`src/rtl/uart_pkg.sv`:
```
// -----------------------------------------------------------------------------
// uart_pkg
//   Shared definitions for the UART receiver: receiver state encoding,
//   parity-mode constants and the clock-cycles-per-baud helper.
//   Configuration macro: UART_RX_PARITY_EN (adds the PARITY state when defined).
// -----------------------------------------------------------------------------
package uart_pkg;

   typedef enum logic [2:0] {
      ST_IDLE,
      ST_START,
      ST_DATA,
`ifdef UART_RX_PARITY_EN
      ST_PARITY,
`endif
      ST_STOP
   } rx_state_e;

   localparam int PARITY_NONE = 0;
   localparam int PARITY_ODD  = 1;
   localparam int PARITY_EVEN = 2;

   // Integer number of clock cycles spanned by one bit on the line.
   function automatic int cycles_per_baud(input int clk_freq, input int baud_rate);
      return clk_freq / baud_rate;
   endfunction

endpackage

```
`src/rtl/uart_sync.sv`:
```
// -----------------------------------------------------------------------------
// uart_sync
//   Two-flop synchroniser for a single asynchronous input.
//   Ports:
//     clk_in  - clock
//     rst_in  - asynchronous active-high reset (flops load RST_VAL)
//     d_in    - asynchronous input
//     q_out   - synchronised output
// -----------------------------------------------------------------------------
module uart_sync #(
   parameter logic RST_VAL = 1'b0
) (
   input  logic clk_in,
   input  logic rst_in,
   input  logic d_in,
   output logic q_out
);

   logic [1:0] sync_q;

   // NOTE: sequential state uses non-blocking assignments so every flop
   // samples the pre-edge value of its neighbour, independent of block order.
   always_ff @(posedge clk_in or posedge rst_in) begin
      if (rst_in) begin
         sync_q <= {2{RST_VAL}};
      end else begin
         sync_q <= {sync_q[0], d_in};
      end
   end

   assign q_out = sync_q[1];

endmodule

```
`src/rtl/uart_rx_cfg.sv`:
```
// -----------------------------------------------------------------------------
// uart_rx_cfg
//   Configurable UART receiver with 3-sample majority voting, framing check,
//   optional parity check and a valid/ready output holding register.
//   Configuration macro: UART_RX_PARITY_EN -- builds the PARITY state and the
//   parity check selected by PARITY; otherwise parity_err_out is tied low.
//   Ports:
//     clk_in         - clock, all state on rising edge
//     rst_in         - asynchronous active-high reset
//     uart_rx_in     - serial line, idle high, LSB first
//     data_out       - received payload, stable while valid_out is high
//     valid_out      - payload available
//     ready_in       - consumer accepts payload
//     frame_err_out  - a stop bit was sampled low (qualified by valid_out)
//     parity_err_out - parity mismatch (qualified by valid_out)
//     overrun_out    - one-cycle pulse, a completed frame was dropped
// -----------------------------------------------------------------------------
module uart_rx_cfg
   import uart_pkg::*;
#(
   parameter int CLK_FREQ  = 100_000_000,
   parameter int BAUD_RATE = 12_000_000,
   parameter int DATA_BITS = 8,
   parameter int STOP_BITS = 1,
   parameter int PARITY    = 0
) (
   input  logic                 clk_in,
   input  logic                 rst_in,
   input  logic                 uart_rx_in,
   output logic [DATA_BITS-1:0] data_out,
   output logic                 valid_out,
   input  logic                 ready_in,
   output logic                 frame_err_out,
   output logic                 parity_err_out,
   output logic                 overrun_out
);

   localparam int CPB   = cycles_per_baud(CLK_FREQ, BAUD_RATE);
   localparam int H     = CPB / 2;
   localparam int CNT_W = $clog2(CPB);
   localparam int IDX_W = $clog2(DATA_BITS);

   if (CPB < 6) begin : g_bad_baud
      $error("uart_rx_cfg: CLK_FREQ/BAUD_RATE must be at least 6");
   end
   if (DATA_BITS < 5 || DATA_BITS > 9) begin : g_bad_data_bits
      $error("uart_rx_cfg: DATA_BITS must be 5..9");
   end
   if (STOP_BITS < 1 || STOP_BITS > 2) begin : g_bad_stop_bits
      $error("uart_rx_cfg: STOP_BITS must be 1 or 2");
   end
   if (PARITY < PARITY_NONE || PARITY > PARITY_EVEN) begin : g_bad_parity
      $error("uart_rx_cfg: PARITY must be 0, 1 or 2");
   end

   logic rx_sync;

   // Reset value 0: a line held low across reset release looks like "no
   // high seen yet", so no falling edge can be detected until it goes high.
   uart_sync #(.RST_VAL(1'b0)) u_sync (
      .clk_in (clk_in),
      .rst_in (rst_in),
      .d_in   (uart_rx_in),
      .q_out  (rx_sync)
   );

   rx_state_e            state_q, state_d;
   logic [CNT_W-1:0]     cnt_q, cnt_d;
   logic [1:0]           samp_q, samp_d;
   logic [IDX_W-1:0]     bit_idx_q, bit_idx_d;
   logic                 stop_idx_q, stop_idx_d;
   logic [DATA_BITS-1:0] shift_q, shift_d;
   logic                 ferr_acc_q, ferr_acc_d;
   logic                 rx_prev_q, rx_prev_d;
   logic [DATA_BITS-1:0] data_q, data_d;
   logic                 valid_q, valid_d;
   logic                 ferr_q, ferr_d;
   logic                 ovr_q, ovr_d;
   logic                 perr_acc_q, perr_acc_d;
   logic                 perr_q, perr_d;

   logic wrap, decide, bit_val, done;

   assign wrap    = (cnt_q == CNT_W'(CPB - 1));
   assign decide  = (cnt_q == CNT_W'(H + 1));
   // Majority of the samples at H-1, H (stored) and H+1 (live).
   assign bit_val = (samp_q[0] & samp_q[1]) | (samp_q[0] & rx_sync) | (samp_q[1] & rx_sync);

   // NOTE: every signal written here gets a default first, so no path can
   // leave one unassigned and infer a latch.
   always_comb begin
      state_d    = state_q;
      cnt_d      = wrap ? '0 : cnt_q + 1'b1;
      samp_d     = samp_q;
      bit_idx_d  = bit_idx_q;
      stop_idx_d = stop_idx_q;
      shift_d    = shift_q;
      ferr_acc_d = ferr_acc_q;
      perr_acc_d = perr_acc_q;
      rx_prev_d  = rx_sync;
      done       = 1'b0;

      if (cnt_q == CNT_W'(H - 1)) samp_d[0] = rx_sync;
      if (cnt_q == CNT_W'(H))     samp_d[1] = rx_sync;

      unique case (state_q)
         ST_IDLE: begin
            cnt_d = '0;
            if (rx_prev_q && !rx_sync) begin
               state_d    = ST_START;
               bit_idx_d  = '0;
               stop_idx_d = 1'b0;
               ferr_acc_d = 1'b0;
               perr_acc_d = 1'b0;
            end
         end
         ST_START: begin
            if (decide && bit_val) begin
               state_d = ST_IDLE;    // start bit did not hold: glitch
               cnt_d   = '0;
            end else if (wrap) begin
               state_d = ST_DATA;
            end
         end
         ST_DATA: begin
            if (decide) shift_d = {bit_val, shift_q[DATA_BITS-1:1]};
            if (wrap) begin
               if (bit_idx_q == IDX_W'(DATA_BITS - 1)) begin
                  bit_idx_d = '0;
                  state_d   = ST_STOP;
`ifdef UART_RX_PARITY_EN
                  if (PARITY != PARITY_NONE) state_d = ST_PARITY;
`endif
               end else begin
                  bit_idx_d = bit_idx_q + 1'b1;
               end
            end
         end
`ifdef UART_RX_PARITY_EN
         ST_PARITY: begin
            if (decide) begin
               perr_acc_d = (PARITY == PARITY_ODD) ? ~(^{shift_q, bit_val})
                                                   :  (^{shift_q, bit_val});
            end
            if (wrap) state_d = ST_STOP;
         end
`endif
         ST_STOP: begin
            if (decide) begin
               ferr_acc_d = ferr_acc_q | ~bit_val;
               if (stop_idx_q == 1'(STOP_BITS - 1)) begin
                  // Last stop bit: finish now so a new start bit arriving
                  // right after the nominal stop is not missed.
                  done    = 1'b1;
                  state_d = ST_IDLE;
                  cnt_d   = '0;
               end
            end
            if (wrap) stop_idx_d = 1'b1;
         end
         default: begin
            state_d = ST_IDLE;
            cnt_d   = '0;
         end
      endcase

      // Output holding register.
      data_d  = data_q;
      valid_d = valid_q;
      ferr_d  = ferr_q;
      perr_d  = perr_q;
      ovr_d   = 1'b0;
      if (valid_q && ready_in) valid_d = 1'b0;
      if (done) begin
         if (!valid_q || ready_in) begin
            data_d  = shift_q;
            valid_d = 1'b1;
            ferr_d  = ferr_acc_d;
            perr_d  = perr_acc_q;
         end else begin
            ovr_d = 1'b1;            // held payload wins, new frame dropped
         end
      end
   end

   always_ff @(posedge clk_in or posedge rst_in) begin
      if (rst_in) begin
         state_q    <= ST_IDLE;
         cnt_q      <= '0;
         samp_q     <= '0;
         bit_idx_q  <= '0;
         stop_idx_q <= 1'b0;
         shift_q    <= '0;
         ferr_acc_q <= 1'b0;
         perr_acc_q <= 1'b0;
         rx_prev_q  <= 1'b0;
         data_q     <= '0;
         valid_q    <= 1'b0;
         ferr_q     <= 1'b0;
         perr_q     <= 1'b0;
         ovr_q      <= 1'b0;
      end else begin
         state_q    <= state_d;
         cnt_q      <= cnt_d;
         samp_q     <= samp_d;
         bit_idx_q  <= bit_idx_d;
         stop_idx_q <= stop_idx_d;
         shift_q    <= shift_d;
         ferr_acc_q <= ferr_acc_d;
         perr_acc_q <= perr_acc_d;
         rx_prev_q  <= rx_prev_d;
         data_q     <= data_d;
         valid_q    <= valid_d;
         ferr_q     <= ferr_d;
         perr_q     <= perr_d;
         ovr_q      <= ovr_d;
      end
   end

   assign data_out      = data_q;
   assign valid_out     = valid_q;
   assign frame_err_out = ferr_q;
   assign overrun_out   = ovr_q;
`ifdef UART_RX_PARITY_EN
   assign parity_err_out = perr_q;
`else
   assign parity_err_out = 1'b0;
`endif

endmodule
```
`config.mk`:
```
export PLATFORM = sky130hd
export DESIGN_NAME = uart_rx_cfg
export DESIGN_NICKNAME = d
export VERILOG_FILES = /design/src/rtl/uart_pkg.sv /design/src/rtl/uart_sync.sv /design/src/rtl/uart_rx_cfg.sv
export SDC_FILE = /design/constraint.sdc
export NUM_CORES = 1
export LEC_CHECK = 0
export CORE_MARGIN = 1.5
export CORE_UTILIZATION = 58
export CTS_BUF_LIST = sky130_fd_sc_hd__clkbuf_8
export CTS_CLUSTER_DIAMETER = 100
export DETAILED_ROUTE_END_ITERATION = 7
export HOLD_SLACK_MARGIN = 0.12
export PLACE_DENSITY_LB_ADDON = 0.1
export SETUP_SLACK_MARGIN = 0.3
export SLEW_MARGIN = 40
export SYNTH_ARGS = -nofsm -noshare
export SYNTH_HDL_FRONTEND = slang
export SYNTH_HIERARCHICAL = 1
export SYNTH_SLANG_ARGS = --single-unit
```
`constraint.sdc`:
```
create_clock -name clk_in -period 1.9 [get_ports clk_in]
set_input_delay 0.38 -clock clk_in [delete_from_list [all_inputs] [get_ports clk_in]]
set_output_delay 0.38 -clock clk_in [all_outputs]
set_load 0.01 [all_outputs]
```
# --- Word level (Yosys, flattened, before mapping) ---
# Index checks and enable logic that the tools add are counted.
op_classes:
  addsub: 2
  eq_ne: 15
  mux: 31
  n_bitwise: 7
  reduce_logical: 14
op_table:
  columns: ["op", "count"]
  rows:
  - ["3-bit two-way mux", 14]
  - ["3-bit == test, second input constant", 4]
  - ["1-bit two-way mux", 12]
  - ["2-bit inequality test, second input constant", 6]
  - ["3-bit case mux with 4 select lines", 1]
  - ["3-bit by 2-bit == test with 1-bit output, second input constant", 3]
  - ["3-bit case mux with 3 select lines", 1]
  - ["3-bit by 1-bit adder with 3-bit output, second input constant", 2]
  - ["3-bit case mux with 2 select lines", 1]
  - ["3-bit AND reduction", 2]
  - ["6-bit AND reduction", 1]
  - ["1-bit case mux with 2 select lines", 2]
  - ["2-bit AND reduction", 2]
  - ["2-bit nonzero test", 2]
  - ["1-bit bitwise AND", 3]
  - ["3-bit by 1-bit == test with 1-bit output, second input constant", 1]
  - ["1-bit logical AND", 3]
  - ["3-bit zero test", 1]
  - ["3-bit inequality test, second input constant", 1]
  - ["1-bit bitwise OR", 3]
  - ["1-bit zero test", 2]
  - ["1-bit logical OR", 1]
  - ["1-bit inverter", 1]
word_totals:
  reg_bits: 35
  elab_cells: 83

# --- Logic depth before layout (Yosys ltp) ---
# Gate-level depths: netlist of the first run.
depth:
  ltp_word: 7
  mapped_depth: 7
  mapped_depth_nobuf: 6

# --- Hierarchy ---
# Netlist of the first run, hierarchy kept.
by_module_without_submodules:
  columns: ["mod", "instances", "cells_per_inst", "area_per_inst_um2"]
  rows:
  - ["uart_rx_cfg", 1, 125, 1579.0]
  - ["uart_sync", 1, 3, 53.8]

# --- Least setup slack after synthesis of the first run ---
# Ideal clock, no wire load.
synth_timing:
  path_type: "flip-flop to flip-flop"
  from: "register state_q[1]"
  to: "register data_q[0] (netlist: data_out[0])"
  setup_ps: 125
  arrival_time_ps: 1592
  slack_ps: 183
  stages_incl_launch_ff: 7
  n_path_buf: 1
  synth_period_minus_slack_ps: 1717
  cell_sequence: "dfrtp_1 ha_1 inv_1 or3_4 nor2b_4 buf_12 mux2_4"
synth_via:
  elab_chain_cells: 3
synth_lines:
  columns: ["element", "line_no", "text"]
  rows:
  - ["from (decl)", "uart_rx_cfg.sv:67", "rx_state_e state_q, state_d;"]
  - ["from (signal assigned)", "uart_rx_cfg.sv:203", "state_q <= state_d;"]
  - ["3-bit by 2-bit == test with 1-bit output", "uart_rx_cfg.sv:106", "unique case (state_q)"]
  - ["1-bit two-way mux", "uart_rx_cfg.sv:106", null]
  - ["2-bit AND reduction (no line)", null, null]
  - ["to (signal assigned)", "uart_rx_cfg.sv:212", "data_q <= data_d;"]
  - ["to (decl)", "uart_rx_cfg.sv:75", "logic [DATA_BITS-1:0] data_q, data_d;"]
# Every way passes these cells.
# A chain may end at the register's enable or synchronous reset.

# --- Worst setup path after layout of the first run ---
layout_timing:
  from: "register state_q[0]"
  to: "register data_q[7] (netlist: data_out[7])"
# The elaborated chain is that of the path after synthesis.

==> results of run 1 <==
-- cells by family after synthesis --
logic type / synth area share [%]
fa+ha+maj: 9.81
mux: 17.1
simple gates: 8.66
flops: 52.1
other cells: 0.230
buf+inv: 4.98
compound gates: 7.13
-- metal layers --
layer,vias up,share of wire (%),track usage (%)
li1,479,-,-
met1,519,44,25.1
met2,39,50,30.4
met5,-,0,0
met3,6,4.9,6.98
met4,0,1.6,6.12
-- synthesized netlist by cell type (all sizes together), types with 2 or more instances --
cell	number
o21ai	5
nand3	2
mux2i	2
inv	13
o31ai	2
a21oi	4
dfrtp	34
a21boi	2
nand2	8
nand2b	4
buf	3
nor2	4
ha	12
and2	3
mux2	20
-- worst register-to-register path, stage by stage, from the launching register on --
cell and delay, ns:
dfrtp_2 0.43, ha_4 0.17, inv_2 0.04, or3_4 0.38
nor2b_4 0.16, buf_12 0.15, mux2_4 0.30
-- placed cells by master, fill, tap and decap left out, drive strengths merged --
cell type | netlist | layout
clkdlybuf4s50 | 0 | 12
a21oi | 4 | 4
a211oi | 1 | 1
conb | 1 | 1
dlymetal6s2s | 0 | 2
nor2b | 1 | 1
inv | 13 | 13
maj3 | 1 | 1
clkinv | 0 | 1
a41oi | 1 | 1
o21a | 1 | 1
bufinv | 0 | 2
ha | 12 | 12
nor2 | 4 | 4
dfrtp | 34 | 34
mux2 | 20 | 20
o31ai | 2 | 2
o21ai | 5 | 5
nand2 | 8 | 8
nand2b | 4 | 4
or3 | 1 | 1
a31oi | 1 | 1
and2 | 3 | 3
buf | 3 | 8
o21bai | 1 | 1
mux2i | 2 | 2
nor4 | 1 | 1
clkbuf | 0 | 5
a21boi | 2 | 2
nand3 | 2 | 2
-- worst paths after layout --
check,from,endpoint,slack (ns),depth (start not counted)
worst max-delay path,state_q[0],data_out[7],0.17,6
worst min-delay path,rst_in,u_sync/sync_q[0],0.26,2
worst max register to register,state_q[0],data_out[7],0.17,6
worst min register to register,u_sync/sync_q[0],u_sync/sync_q[1],0.37,0
max in group asynchronous,rst_in,cnt_q[0],1.08,3
min in group clk_in,u_sync/sync_q[0],u_sync/sync_q[1],0.37,0
-- cell type report --
type	count	area [um^2]
Sequential cell	34	853
Multi-Input combinational cell	78	785
Clock inverter	3	68.8
Timing Repair Buffer	22	218
Clock buffer	5	68.8
Fill cell	184	629
Inverter	13	48.8
Tap cell	31	38.8
-- report_power, final --
part | internal, mW | switching (mW)
Combinational | 0.183 | 0.226
Sequential | 0.773 | 0.0556
Clock | 0.526 | 0.274
-- registers in the layout, indices dropped and copies added (netlist names) --
name           cells
data_out           8
shift_q            8
bit_idx_q          3
cnt_q              3
samp_q             2
state_q            2
u_sync/sync_q      2
ferr_acc_q         1
frame_err_out      1
overrun_out        1
rx_prev_q          1
stop_idx_q         1
valid_out          1
-- per-stage QoR --
stage,utilization (%),hold slack (ns)
2_1_floorplan,-,0.121
3_3_place_gp,66.4,0.343
3_5_place_dp,66.4,0.360
4_1_cts,74.4,0.252
5_1_grt,76.8,0.287
6_report,76.8,0.260
-- what timing repair did --
action | CTS | global route
setup buffers | 5 | 1
pin swaps | 1 | 2
endpoints found under the setup margin | 20 | 19
resized for setup | 7 | 14
hold endpoints to repair | 0 | 0
==> impl_metrics.csv, run 1 <==
group,metric,value,unit
status,outcome,"finished, final reports clean",
synthesis,syn_inst,128,
timing,finalHoldViolations,0,
cts,cts_tree,"done",
place,place_ws,0.00754,ns
timing,min_period,1.73,ns
floorplanning,die_width,56.1,um
drt,viasPerCell,5.61,
worst_setup_path,cp_slowest_cell,"dfrtp_2",
min_path,min_path_type,"in -> async",
cts,htree_levels,2,
drt,drc,0,
floorplanning,start_util,60.2,%
synthesis,async_reset_ff_share,100,%
cts,numCtsBuffers,5,
drt,wire_per_inst,15.9,um
cts,root_buffer,"clkbuf_8",
floorplanning,dieArea,3140,um^2
timing,max_freq,577,MHz
floorplanning,core-area,2710,um^2
timing,finalSetupTns,0,ns
cts,clk_latency,0.29,ns
drt,dr.pass1.iters,4,
global_routing,grt_max_degree,33,
drt,drtIter0Drc,19,
cts,cts_hold_buf,0,
synthesis,yosysWarnings,6,
global_routing,grt_pass1_wl,4.62,mm
drt,wl,2.96,mm
place,post_dp_cell_area,1800,um^2
worst_setup_path,path_buf_inv,2,
place,port_buffers,14,
worst_setup_path,worstSetupPathType,"reg -> reg",
synthesis,synth-edff-count,0,
floorplanning,die_y,56.1,um
global_routing,overflow,0,
worst_setup_path,arrival,1.91,ns
global_routing,grtUsageTotal,19.4,%
timing,worst_slack,0.166,ns
layout,n_antenna_cell,0,
synthesis,synth_area_leader_cell,"dfrtp_1",
cts,clk_path_buf_depth,2,
layout,design_area,2080,um^2
synthesis,syn-cell-area,1630,um^2
worst_setup_path,cpPeakStageDelay,0.43,ns
global_routing,first_global_vias,1017,
timing,skew,0.00447,ns
worst_setup_path,cp_top_family,"simple AND/OR/NAND/NOR gates",
synthesis,synth_area_leaders,"dfrtp_1 52%, ha_1 9.2%, mux2_4 8.3%, mux2_2 7.6%, inv_1 3.0%",
cts,clkTransAtPathRegs,0.07,ns
place,dp_hpwl,1.87,mm
synthesis,avgSynthCellArea,12.8,um^2
cts,cts.sinks,34,
worst_setup_path,path_cells,"ha_4, inv_2, or3_4, nor2b_4, buf_12, mux2_4",
synthesis,synth_nets,144,
floorplanning,ios,16,
drt,via_count,1043,
timing,fin_crit_sh,91.2,%
global_routing,antenna_found_initial,0,
layout,syn2layout_area_growth,27.4,%
layout,fin_nets,170,
timing,slew_viol_final,0,
power,vdd_drop_max,0.923,mV
worst_setup_path,crit_path_start_kind,"flip-flop",
layout,drive_above_1_share,36.8,%
synthesis,synth_top_cell_area_share,52.1,%
power,p_leak,1.04,nW
run,max-cap-violations,0,
worst_setup_path,crit_fanout,8,
floorplanning,num_rows,19,
power,cellPowerDensity,979,nW/um^2
synthesis,ys_types,32,
worst_setup_path,required,2.08,ns
timing,finalSetupViolCount,0,
worst_setup_path,cp-end-kind,"flip-flop",
layout,final_cells,186,
drt,ant_nets,0,
synthesis,ys.flop_type,"dfrtp_1",
synthesis,yosysSeqAreaShare,52.1,%
timing,grt_setup_unrepaired,"true",
place,dp_cells,172,
place,gp_congestion,0.827,
synthesis,yosys_register_bits,34,
power,power,2.04,mW
No activity file was read; power rests on OpenSTA's default activity.
==> run 2: changes to the inputs <==
ABC_AREA = 1   (was unset)
ABC_CLOCK_PERIOD_IN_PS = 1900   (was unset)
CORE_UTILIZATION = 50   (was 58)
==> impl_metrics.csv, run 2 <==
group,metric,value,unit
status,outcome,"finished, final reports clean",
power,power_frac_seq,42.2,%
worst_setup_path,crit_fanout,2,
layout,fin_nets,218,
global_routing,grt_pass1_wl,4.57,mm
worst_setup_path,cp_slowest_cell,"clkdlybuf4s50_1",
synthesis,async_reset_ff_share,100,%
drt,wl,2.65,mm
timing,min_period,1.55,ns
worst_setup_path,path_cells,"clkdlybuf4s50_1",
synthesis,yosys_register_bits,34,
cts,cts_setup_buffers,0,
timing,finalHoldViolations,0,
place,place_ws,0.359,ns
synthesis,synth_area_leader_cell,"dfrtp_1",
power,power,2.03,mW
floorplanning,dieArea,3650,um^2
global_routing,first_global_vias,1103,
worst_setup_path,cp_top_family,"buffers and inverters",
place,port_buffers,14,
worst_setup_path,r2r_end,"state_q[1]",
layout,drive_above_1_share,13.3,%
synthesis,syn_inst,183,
power,p_leak,1.01,nW
timing,max_freq,646,MHz
drt,viasPerCell,4.63,
min_path,min_path_type,"in -> async",
cts,clk_path_buf_depth,2,
floorplanning,start_util,53.1,%
drt,drtIter0Drc,27,
floorplanning,num_rows,20,
power,power_switching,652,uW
global_routing,overflow,0,
floorplanning,core-area,3100,um^2
global_routing,antenna_found_initial,0,
run,max-cap-violations,0,
timing,skew,0.00346,ns
drt,route.met2.wl,1.22,mm
timing,slew_viol_final,0,
floorplanning,die_width,60.4,um
drt,via_count,1144,
cts,cts_hold_buf,0,
drt,wire_per_inst,10.7,um
floorplanning,die_y,60.4,um
floorplanning,ios,16,
power,swShare,32.1,%
timing,finalSetupViolCount,0,
synthesis,syn-cell-area,1650,um^2
worst_setup_path,arrival,1.17,ns
cts,root_buffer,"clkbuf_8",
drt,drc,0,
cts,numCtsBuffers,5,
layout,n_antenna_cell,0,
synthesis,yosysWarnings,6,
cts,cts_tree,"done",
worst_setup_path,required,1.52,ns
place,gp_congestion,0.953,
synthesis,synth_top_cell_area_share,51.6,%
timing,fin_crit_sh,81.4,%
synthesis,synth-edff-count,0,
drt,wl_met3,88,um
global_routing,grt_max_degree,33,
worst_setup_path,worstSetupPathType,"reg -> out",
place,dp_hpwl,2.00,mm
cts,cts_resized,0,
synthesis,synth_nets,199,
cts,clk_latency,0.27,ns
layout,syn2layout_area_growth,17.5,%
synthesis,yosysSeqAreaShare,51.6,%
worst_setup_path,regToRegSetupSlack,0.42,ns
worst_setup_path,r2r_cells,8,
synthesis,ys_types,23,
drt,routed.top_layer,"met4",
power,intPower,1.38,mW
power,cellPowerDensity,1050,nW/um^2
timing,worst_slack,0.353,ns
synthesis,ys.flop_type,"dfrtp_1",
timing,finalSetupTns,0,ns
power,combinationalPowerShare,27.6,%
worst_setup_path,cpPeakStageDelay,0.55,ns
timing,grt_setup_unrepaired,"true",
cts,cts.sinks,34,
drt,dr.pass1.iters,4,
power,pwr-share-clk,30.2,%
synthesis,yosys-top-cells-count,"53 x nand2_1, 34 x dfrtp_1, 28 x inv_1, 12 x ha_1, 10 x o21ai_0",
drt,wl_met1,1.33,mm
worst_setup_path,crit_path_start_kind,"flip-flop",
layout,final_common_cell,"nand2_1",
power,vdd_drop_max,0.772,mV
worst_setup_path,cp-end-kind,"output pin",
synthesis,synth.most_common_cell,"nand2_1",
worst_setup_path,path_buf_inv,1,
synthesis,synth_area_leaders,"dfrtp_1 52%, nand2_1 12%, ha_1 9.1%, inv_1 6.4%, o21ai_2 3.7%",
cts,htree_levels,2,
worst_setup_path,timing.rr.start,"state_q[0]",
synthesis,avgSynthCellArea,9.00,um^2
drt,ant_nets,0,
layout,mostFrequentLayoutCells,"53 x nand2_1, 32 x dfrtp_1, 30 x inv_1",
cts,clkTransAtPathRegs,0.06,ns
global_routing,grtUsageTotal,17.1,%
run 2: cell types whose count changed in the layout (fill, tap and decap cells not counted), sizes merged, moves of 3 or more:
cell and change:
nor2 +6, o21ai +14, nand2 +48, nand2b -4, inv +20, and2 -3
buf -7, mux2 -20, nand3 +7
run 2: cells by family after synthesis:
logic type,share of synthesized area (%)
flip-flops,51.6
buffers and inverters,8.88
AO/OA/AOI/OAI,8.81
adder cells (fa/ha/maj),9.11
other,0.228
AND/OR/NAND/NOR,21.3
run 2: routing by layer:
layer / track usage [%] / vias up
met5: 0 / -
met3: 5.33 / 2
met4: 7.62 / 0
met2: 26.9 / 15
met1: 22.0 / 529
li1: - / 598
run 2: how the worst max path moves through the flow:
stage | start | end | cells past startpoint | slack, ns
2_1_floorplan | state_q[0] | state_q[1] | 8 | 0.57
3_3_place_gp | ready_in | data_out[6] | 6 | 0.39
3_5_place_dp | ready_in | data_out[5] | 6 | 0.36
5_1_grt | cnt_q[0] | bit_idx_q[1] | 7 | 0.29
4_1_cts | data_out[7] | data_out[7] | 1 | 0.32
6_report | frame_err_out | frame_err_out | 1 | 0.35
run 2: cell type report:
cell class	instances	area, um^2
fill	277	1170
sequential	34	853
multi-input combinational	115	653
timing repair buffer	15	153
inverter	31	116
clock buffer	5	68.8
tap	44	55.1
clock inverter	3	37.5
run 2: stage by stage:
step / utilization [%] / area (um^2) / instances / hold slack, ns
floorplan: - / 1650 / 183 / 0.121
global placement: 58.7 / 1820 / 239 / 0.344
detailed placement: 58.7 / 1820 / 239 / 0.340
CTS: 62.1 / 1930 / 247 / 0.297
global route: 62.4 / 1940 / 247 / 0.298
finish: 62.4 / 1940 / 247 / 0.295
run 2: power groups by stage:
stage / logic (mW) / registers, mW / clock network, mW
2_1_floorplan: 0.451 / 0.850 / 0
3_3_place_gp: 0.540 / 0.859 / 0
4_1_cts: 0.561 / 0.853 / 0.632
6_report: 0.560 / 0.858 / 0.613
3_5_place_dp: 0.558 / 0.865 / 0
5_1_grt: 0.655 / 0.868 / 0.667
==> run 3: changes to the inputs <==
ABC_CLOCK_PERIOD_IN_PS = 1500   (was 1900)
clock period = 1.5 ns   (was 1.9 ns; I/O delays follow)
==> impl_metrics.csv, run 3 (synthesis gave the netlist of run 2 again) <==
group,metric,value,unit
layout,multi_input_area,860,um^2
drt,wire_per_inst,13.7,um
global_routing,overflow,0,
worst_setup_path,worstSetupPathType,"reg -> reg",
worst_setup_path,arrival,1.61,ns
timing,finalSetupTns,0,ns
timing,skew,0.00578,ns
worst_setup_path,cp-end-kind,"flip-flop",
power,power,3.16,mW
timing,fin_crit_sh,96.0,%
cts,cts_tree,"done",
drt,ant_nets,0,
timing,min_period,1.44,ns
drt,drc,0,
layout,seqCellArea,853,um^2
layout,n_antenna_cell,0,
cts,cts.sinks,34,
drt,via_count,1339,
worst_setup_path,timing.rr.start,"cnt_q[1]",
cts,clk_path_buf_depth,2,
drt,viasPerCell,4.94,
global_routing,grt_pass1_wl,5.70,mm
global_routing,antenna_found_initial,0,
worst_setup_path,cp-startpoint,"cnt_q[1]",
place,gp_congestion,0.764,
drt,drtIter0Drc,48,
place,dp_hpwl,2.11,mm
global_routing,grtUsageTotal,22.0,%
worst_setup_path,crit_fanout,4,
cts,clkTransAtPathRegs,0.07,ns
global_routing,grt_max_degree,33,
global_routing,first_global_vias,1264,
layout,final_common_cell,"nand2_1",
min_path,min_path_type,"in -> async",
worst_setup_path,crit_path_end,"state_q[1]",
cts,clk_latency,0.29,ns
timing,finalSetupViolCount,0,
layout,mostFrequentLayoutCells,"46 x nand2_1, 32 x dfrtp_1, 21 x inv_1",
place,port_buffers,14,
layout,drive_above_1_share,40.5,%
floorplanning,core-area,3100,um^2
run,max-cap-violations,0,
worst_setup_path,required,1.67,ns
worst_setup_path,crit_path_start_kind,"flip-flop",
cts,root_buffer,"clkbuf_8",
power,vdd_drop_max,0.857,mV
floorplanning,die_width,60.4,um
floorplanning,dieArea,3650,um^2
cts,htree_levels,2,
layout,fillCellCount,259,
layout,utilization,73.5,%
floorplanning,ios,16,
cts,numCtsBuffers,5,
layout,syn2layout_area_growth,38.3,%
power,p_leak,1.11,nW
worst_setup_path,regToRegSetupSlack,0.06,ns
power,cellPowerDensity,1390,nW/um^2
floorplanning,num_rows,20,
drt,wl,3.72,mm
floorplanning,start_util,53.1,%
drt,dr.pass1.iters,4,
timing,max_freq,695,MHz
worst_setup_path,r2r_cells,9,
timing,grt_setup_unrepaired,"true",
layout,fin_nets,242,
timing,finalHoldViolations,0,
cts,cts_hold_buf,0,
floorplanning,die_y,60.4,um
status,outcome,"finished, final reports clean",
timing,slew_viol_final,0,
worst_setup_path,r2r_end,"state_q[1]",
==> run 3: final cells by class <==
cell class / instances / area share, %
clock buffer: 6 / 3.62
clock inverter: 2 / 0.549
inverter: 31 / 5.54
multi-input combinational: 117 / 37.7
sequential: 34 / 37.4
tap: 44 / 2.41
timing repair buffer: 37 / 12.7
==> run 3: worst max-delay path, cell delays in order (launching register included) <==
cell and delay, ns:
dfrtp_1 0.40, inv_2 0.08, ha_4 0.13, nand2_4 0.07, inv_4 0.12, nand3_4 0.10, nand3_1 0.15, nand3_2 0.10
nand2_1 0.09, nand2_1 0.08
==> run 3: routing by layer <==
metal | track usage (%) | share of wire (%) | vias up | wire [um]
li1 | - | - | 658 | -
met1 | 27.0 | 42 | 632 | 1550
met2 | 35.4 | 52 | 41 | 1930
met3 | 7.25 | 4.4 | 8 | 163
met4 | 10.2 | 2.1 | 0 | 79
met5 | 0 | 0 | - | 0
==> run 3: through the flow <==
stage / hold WS, ns / setup WS, ns / std cells / cell area, um^2
3_5_place_dp: 0.336 / 0.0338 / 239 / 1860
2_1_floorplan: 0.0412 / 0.236 / 183 / 1680
4_1_cts: 0.175 / 0.117 / 261 / 2170
5_1_grt: 0.207 / 0.0110 / 271 / 2280
6_report: 0.177 / 0.0601 / 271 / 2280
3_3_place_gp: 0.342 / 0.0485 / 239 / 1860
==> run 3: what timing repair did <==
item | in CTS | in global routing
resized for setup | 57 | 34
endpoints found under the setup margin | 38 | 37
pin swaps | 9 | 12
buffers inserted | 12 | 10
gates cloned | 2 | 0
==> run 3: how the worst min path moves through the flow <==
stage | start | end | cells after the start
6_report | rst_in | u_sync/sync_q[0] | 2
3_5_place_dp | u_sync/sync_q[0] | u_sync/sync_q[1] | 0
2_1_floorplan | rst_in | u_sync/sync_q[0] | 1
4_1_cts | rst_in | u_sync/sync_q[0] | 2
5_1_grt | rst_in | u_sync/sync_q[0] | 2
3_3_place_gp | u_sync/sync_q[0] | u_sync/sync_q[1] | 0
==> run 3: report_power, final <==
part	internal (mW)	total (mW)	switching, mW
Sequential	1.01	1.11	0.101
Clock	0.369	0.724	0.355
Combinational	0.573	1.33	0.757
Total	1.95	3.16	1.21
